## src/rtl/branch_predictor.sv

```systemverilog
// -----------------------------------------------------------------------------
// branch_predictor
//
// Fetch-side branch predictor paired with the EX-stage branch/jump resolver.
// A direct-mapped branch target buffer (BTB) with 2-bit saturating counters
// predicts the next PC during IF. The resolved outcome comes back from EX. It
// updates the table and raises a misprediction flag that the hazard unit uses
// to flush D/E and to steer the PC to RedirectPCE.
//
// Parameters
//   XLEN   address width
//   IDX_W  index bits; the table has 2**IDX_W entries
//
// Ports
//   clk          in   rising-edge clock
//   rst          in   asynchronous, active-high reset (clears the table)
//   PCF          in   fetch PC (word aligned)
//   PredTakenF   out  predict taken for PCF
//   PredTargetF  out  predicted target; valid when PredTakenF=1 (0 on a miss)
//   UpdateE      in   EX holds a resolved branch/jump this cycle
//   IsJumpE      in   EX instruction is unconditional (JAL/JALR)
//   PCE          in   PC of the EX instruction
//   TakenE       in   actual outcome
//   TargetE      in   actual target
//   PredTakenE   in   PredTakenF piped down to EX
//   PredTargetE  in   PredTargetF piped down to EX
//   MispredictE  out  prediction was wrong; flush D and E
//   RedirectPCE  out  corrected next PC
//
// Optional feature (macro BP_STATS_EN)
//   When defined, this block adds the outputs BranchCntE[31:0] and
//   MispredCntE[31:0]. They count resolved updates and mispredictions. Both
//   reset to 0 and wrap.
// -----------------------------------------------------------------------------
module branch_predictor #(
    parameter int XLEN  = 32,
    parameter int IDX_W = 4
) (
    input  logic            clk,
    input  logic            rst,
    input  logic [XLEN-1:0] PCF,
    output logic            PredTakenF,
    output logic [XLEN-1:0] PredTargetF,
    input  logic            UpdateE,
    input  logic            IsJumpE,
    input  logic [XLEN-1:0] PCE,
    input  logic            TakenE,
    input  logic [XLEN-1:0] TargetE,
    input  logic            PredTakenE,
    input  logic [XLEN-1:0] PredTargetE,
    output logic            MispredictE,
`ifdef BP_STATS_EN
    output logic [XLEN-1:0] RedirectPCE,
    output logic [31:0]     BranchCntE,
    output logic [31:0]     MispredCntE
`else
    output logic [XLEN-1:0] RedirectPCE
`endif
);

    localparam int ENTRIES = 2 ** IDX_W;
    localparam int TAG_W   = XLEN - IDX_W - 2;

    // Counter encodings: 00 strongly not-taken ... 11 strongly taken.
    localparam logic [1:0] CTR_WN = 2'b01;
    localparam logic [1:0] CTR_WT = 2'b10;
    localparam logic [1:0] CTR_ST = 2'b11;

    function automatic logic [1:0] satInc(input logic [1:0] c);
        return (c == 2'b11) ? 2'b11 : c + 2'b01;
    endfunction

    function automatic logic [1:0] satDec(input logic [1:0] c);
        return (c == 2'b00) ? 2'b00 : c - 2'b01;
    endfunction

    logic             validQ  [ENTRIES];
    logic [TAG_W-1:0] tagQ    [ENTRIES];
    logic [XLEN-1:0]  targetQ [ENTRIES];
    logic [1:0]       ctrQ    [ENTRIES];

    logic [IDX_W-1:0] idxF, idxE;
    logic [TAG_W-1:0] tagF, tagE;
    logic             hitF, hitE;

    // The instruction-alignment bits never address the table.
    logic unusedAlignBits;
    assign unusedAlignBits = ^{PCF[1:0], PCE[1:0]};

    assign idxF = PCF[IDX_W+1:2];
    assign tagF = PCF[XLEN-1:IDX_W+2];
    assign idxE = PCE[IDX_W+1:2];
    assign tagE = PCE[XLEN-1:IDX_W+2];

    // IF lookup is purely combinational. A write in the same cycle only lands
    // on the next edge, so fetch sees the old entry (no bypass).
    assign hitF        = !rst && validQ[idxF] && (tagQ[idxF] == tagF);
    assign PredTakenF  = hitF && ctrQ[idxF][1];
    assign PredTargetF = hitF ? targetQ[idxF] : '0;

    assign hitE = validQ[idxE] && (tagQ[idxE] == tagE);

    // A wrong target counts only when the branch was actually taken. For a
    // not-taken branch, the predicted target was never used.
    assign MispredictE = UpdateE &&
                         ((PredTakenE != TakenE) || (TakenE && (PredTargetE != TargetE)));
    assign RedirectPCE = TakenE ? TargetE : PCE + XLEN'(4);

    always_ff @(posedge clk or posedge rst) begin
        if (rst) begin
            for (int i = 0; i < ENTRIES; i++) begin
                validQ[i]  <= 1'b0;
                tagQ[i]    <= '0;
                targetQ[i] <= '0;
                ctrQ[i]    <= CTR_WN;
            end
        end else if (UpdateE) begin
            if (hitE) begin
                if (IsJumpE) begin
                    ctrQ[idxE]    <= CTR_ST;
                    targetQ[idxE] <= TargetE;
                end else if (TakenE) begin
                    ctrQ[idxE]    <= satInc(ctrQ[idxE]);
                    targetQ[idxE] <= TargetE;
                end else begin
                    ctrQ[idxE]    <= satDec(ctrQ[idxE]);
                end
            end else if (TakenE) begin
                // On a miss, allocate the entry or replace an aliasing tag. A
                // not-taken miss is not worth an entry.
                validQ[idxE]  <= 1'b1;
                tagQ[idxE]    <= tagE;
                targetQ[idxE] <= TargetE;
                ctrQ[idxE]    <= IsJumpE ? CTR_ST : CTR_WT;
            end
        end
    end

`ifdef BP_STATS_EN
    always_ff @(posedge clk or posedge rst) begin
        if (rst) begin
            BranchCntE  <= '0;
            MispredCntE <= '0;
        end else if (UpdateE) begin
            BranchCntE <= BranchCntE + 32'd1;
            if (MispredictE) begin
                MispredCntE <= MispredCntE + 32'd1;
            end
        end
    end
`endif

endmodule

```

## config.mk

```make
export PLATFORM = sky130hd
export DESIGN_NAME = branch_predictor
export DESIGN_NICKNAME = d
export VERILOG_FILES = /design/src/rtl/branch_predictor.sv
export SDC_FILE = /design/constraint.sdc
export NUM_CORES = 2
export LEC_CHECK = 0
export CORE_ASPECT_RATIO = 1.4
export CORE_UTILIZATION = 57
export DETAILED_ROUTE_END_ITERATION = 16
export GPL_TIMING_DRIVEN = 0
export PLACE_DENSITY = 0.82
export SKIP_CTS_REPAIR_TIMING = 1
export SYNTH_ARGS = -nofsm -noshare
export SYNTH_HDL_FRONTEND = slang
export SYNTH_SLANG_ARGS = --single-unit
export TNS_END_PERCENT = 1
```

## constraint.sdc

```tcl
create_clock -name clk -period 78.4 [get_ports clk]
set_input_delay 7.84 -clock clk [delete_from_list [all_inputs] [get_ports clk]]
set_output_delay 7.84 -clock clk [all_outputs]
set_load 0.01 [all_outputs]
```

# After elaboration in Yosys (flattened, before gate mapping)
# Cells that the tools add are included.
# classes
add_sub_neg	3
order_cmp	3
n_eq_ne	5
mux	46
n_bitwise	5
reduce_logical	13
# ops
op	count
2-to-1 mux 512 bit	3
bitwise mux 512 bit	1
bitwise mux 416 bit	1
2-to-1 mux 32 bit	9
binary-select mux 26 bit (select 4 bit)	2
2-to-1 mux 26 bit	5
binary-select mux 32 bit (select 4 bit)	1
demux 32 bit (select 4 bit)	1
demux 26 bit (select 4 bit)	1
bitwise mux 32 bit	3
equality test 26 bit	2
adder 32 x 3 -> 32 bit, second input constant	1
!= test 32 bit	1
bitwise OR 32 bit	1
binary-select mux 2 bit (select 4 bit)	2
bitwise OR 16 bit	1
2-to-1 mux 2 bit	7
>= comparator 5 bit, second input constant	2
inverter 4 -> 5 bit	2
binary-select mux 1 bit (select 4 bit)	2
demux 2 bit (select 4 bit)	1
logical AND 1 bit	7
2-to-1 mux 1 bit	6
< comparator 5 x 1 -> 1 bit, second input constant	1
other kinds (12)	12
# totals
regBits	976
input_bits	134
word_cells	139

# Longest topological paths before layout
# depth
ltp_word	10
ltp_mapped	17

# Worst setup path before layout
# No wires, ideal clock.
# synth_timing
kind	input to output
start	input port rst
end	output port PredTargetF[10]
arrival_ps	29651
required_ps	70560
path_slack_ps	40909
stages	7
path_cell_list	inv_1 -> nand2_1 -> nor4_1 -> nand4_1 -> or4_1 -> clkbuf_1 -> nor2b_1
# synth_via
elab_chain_len	4
# synth_lines
element	line_no	rtl
start, declared	40	input logic rst,
zero test 1 bit (no line)	n/a	
logical AND 1 bit (2 in a row)	97	assign hitF = !rst && validQ[idxF] && (tagQ[idxF] == tagF);
2-to-1 mux 32 bit	99	assign PredTargetF = hitF ? targetQ[idxF] : '0;
end, declared	43	output logic [XLEN-1:0] PredTargetF,
# No other way between the ends.

# Final worst setup path
# layout_timing
start	input port PCF[3]
end	output port PredTargetF[30]
# layout_via
elab_chain_len	7
elab_cells_between_ends	14
# layout_lines
element	line_no	rtl
start, declared	41	input logic [XLEN-1:0] PCF,
inverter 4 -> 5 bit (implied by the code) (*)	97, 99	
binary-select mux 26 bit (select 4 bit) or binary-select mux 1 bit (select 4 bit) (tied branches)	97	
2-to-1 mux 26 bit (implied by the code) or 2-to-1 mux 1 bit (tied branches) (2 in a row)	97	
equality test 26 bit or logical AND 1 bit (tied branches)	97	
logical AND 1 bit	97	
2-to-1 mux 32 bit (*)	99	
# Every way passes the cells marked *; elsewhere a longest branch is shown, timed or not. The select of a mux whose other input is x is not followed.

==> out/qor.yml <==
floorplan:
  io_pins: 200
  rows: 128
  coreArea_um2: 87100
  die_area_um2: 89200
  start_util_pct: 57.6
  die_x_um: 253
  die_h_um: 353
detailed_routing:
  wl_per_cell_um: 36.8
  antenna_left: 0
  vias: 35500
  routed_wl_mm: 182
  initialDrtViolationCount: 4239
  viasPerCell: 7.18
  drt_pass1_iterations: 8
  drc: 0
clocking:
  cts_buffer_depth: 3
  clockRootBuffer: "clkbuf_16"
  clock_latency_ns: 0.70
  cts_tree: "yes"
  clk_pin_slew_ns: 0.06
  numClockSinks: 976
  cts_buffers: 95
  cts-htree-levels: 3
timing:
  worstMarginPinSlew_ns: 1.53
  report.final.setup_viol: 0
  tns_ns: 0
  slew_viol_final: 21
  worst_hold_slack_ns: 0.479
  relSlewSlack_pct: -1.86
  fin_skew_ns: 0.0314
  worst_slack_ns: 54.99
  timing.fmax_ghz: 0.0427
  period_share_pct: 29.9
  period_needed_ns: 23.41
  rsz0062_at_grt: "no"
  finalHoldViolations: 0
run_status:
  status: "finished with violations"
  violations: "max-capacitance violations, max-slew violations"
hold_path:
  hold_path_startpoint: "targetQ[374]"
  min_to: "targetQ[374]"
  worstHoldPathCells: 1
  hp-class: "register to register"
critical_path:
  cp-end-kind: "primary output"
  setup.worst_path.class: "input pin to primary output"
  r2r_slack_ns: 72.82
  rr_worst_depth: 11
  r2r_start: "tagQ[148]"
  cp_max_fo: 10
  critPathLaunchType: "input pin"
  arrival_ns: 15.57
  rr_endpoint: "tagQ[372]"
  required_ns: 70.56
place:
  place_ws_ns: 55.65
  place.gp.congestion: 1.09
  port_buffers: 143
  dp_hpwl_mm: 127
synthesis:
  avgSynthCellArea_um2: 14.6
  synthTopCellsByArea: "dfrtp_1 48%, mux4_2 17%, mux2_1 9.7%, mux2_2 7.1%, o2bb2ai_1 3.2%"
  synth-seq-cells: 976
  synth_top_area_cell: "dfrtp_1"
  synth_cells: 3435
  yosysTopAreaCellShare_pct: 47.9
  synth_top_family_by_area: "multiplexers"
  synth_warnings: 0
  synthXorXnorAreaFrac_pct: 1.89
  synth-adder-area-share_pct: 0.142
  yosysUniqueCellTypes: 86
  synth_ff_type: "dfrtp_1"
  yosysSeqAreaShare_pct: 48.7
  synth_edf_count: 0
  syn_area_um2: 50200
  synthArstFlopShare_pct: 100
  syn-num-nets: 3573
  synth-simple-area-share_pct: 3.85
  synth_compound_area_share_pct: 5.77
  muxShareOfSynthArea_pct: 36.0
global_routing:
  grt_max_degree: 128
  grt_first_pass_wirelength_mm: 261
  antenna_found_initial: 11
  gr-usage-all-layers_pct: 41.7
  grt_remaining_overflow: 0
  grt_pass1_vias: 36200
power:
  ir_worst_vdd_mv: 0.0194
  p_leak_nw: 24.2
  power_density_nw_per_um2: 25.7
  p_total_mw: 1.46
cells_and_area:
  n_fill_cell: 6338
  drive_above_1_share_pct: 27.6
  fin_nets: 3822
  synthToLayoutAreaGrowth_pct: 13.0
  multi_input_area_um2: 23900
  ff_latch_area_um2: 24400
flow_run:
  maxCapViolCount: 3
## final cells by class
class | instances | share of cell area [%]
Timing Repair Buffer | 152 | 2.96
Multi-Input combinational cell | 2085 | 42.2
Buffer | 358 | 3.11
Clock buffer | 133 | 4.81
Antenna cell | 7 | 0.0309
Tap cell | 1170 | 2.58
Inverter | 16 | 0.119
Sequential cell | 976 | 43.1
Clock inverter | 42 | 1.06
## stage by stage
step           instance area [um2]  cells  util, %
2_1_floorplan                50200   3435        -
3_3_place_gp                 53100   4748     60.9
3_5_place_dp                 53300   4757     61.2
4_1_cts                      56700   4932     65.0
5_1_grt                      56700   4934     65.1
6_report                     56700   4939     65.1
## flip-flops by register name (all words and copies together), names as in the netlist
register and count:
targetQ 512, tagQ 416, ctrQ 32, validQ 16
## placed cells by master, fill, tap and decap left out, types with 21 or more instances in the layout
cell / count
buf_4: 38
o2bb2ai_1: 186
mux2i_1: 71
mux2_2: 317
buf_2: 78
mux2_1: 433
nand2_1: 132
clkbuf_1: 211
buf_1: 31
mux4_2: 369
nor2_1: 36
clkdlybuf4s50_1: 143
dfrtp_1: 960
xnor2_1: 50
a22oi_1: 23
clkbuf_16: 98
mux4_1: 21
xor2_1: 58
nand3_1: 49
o21ai_0: 81
nor2b_1: 46
nand4_1: 22
## metal layers
metal  track usage (%)  wire length [um]  share of wire, %  vias to the layer above
met5             0.647               170             0.093                        -
met4              33.4             17700               9.7                       16
met1              48.8             60100                33                    18400
met2              63.8             84000                46                     2637
met3              12.4             20000                11                      797
li1                  -                 -                 -                    13600
## cells by family after synthesis
logic type,Yosys count
buffers and inverters,374
flip-flops,976
XOR/XNOR,108
AO/OA/AOI/OAI,378
AND/OR/NAND/NOR,378
multiplexers,1215
adder cells (fa/ha/maj),6
## Yosys cell counts, types with 36 or more instances
master and number:
buf_2 75, dfrtp_1 960, clkbuf_1 192, nor2_1 36
xnor2_1 50, mux2i_1 71, mux2_1 433, o2bb2ai_1 186
buf_4 38, o21ai_0 81, nor2b_1 46, nand3_1 49
mux4_2 369, mux2_2 317, buf_1 37, nand2_1 132
xor2_1 58
## critical path: stages
cell and delay (ns):
clkbuf_1 0.77, buf_1 1.18, clkbuf_1 1.02, buf_2 0.66, mux2i_1 0.15, a21oi_1 0.35
xor2_1 0.20, nor4_1 0.92, nand4_1 0.18, or4_1 0.77, clkbuf_1 0.47, nor2b_1 0.40
clkdlybuf4s50_1 0.61
## power by group
group	internal (mW)	switching [mW]	leakage, nW
clock	0.284	0.208	1.61
sequential	0.603	0.0677	12.4
combinational	0.160	0.134	10.1
total	1.05	0.410	24.2
## worst max path at each step
stage | from | to | slack [ns] | cells after the start
floorplan | rst | PredTargetF[10] | 40.91 | 7
global placement | rst | PredTargetF[29] | 27.29 | 9
detailed placement | PCF[3] | PredTargetF[29] | 55.65 | 12
CTS | PCF[3] | PredTargetF[29] | 55.62 | 12
global route | PCF[3] | PredTargetF[29] | 55.20 | 13
finish | PCF[3] | PredTargetF[30] | 54.99 | 13
(Power assumes the default switching activity.)
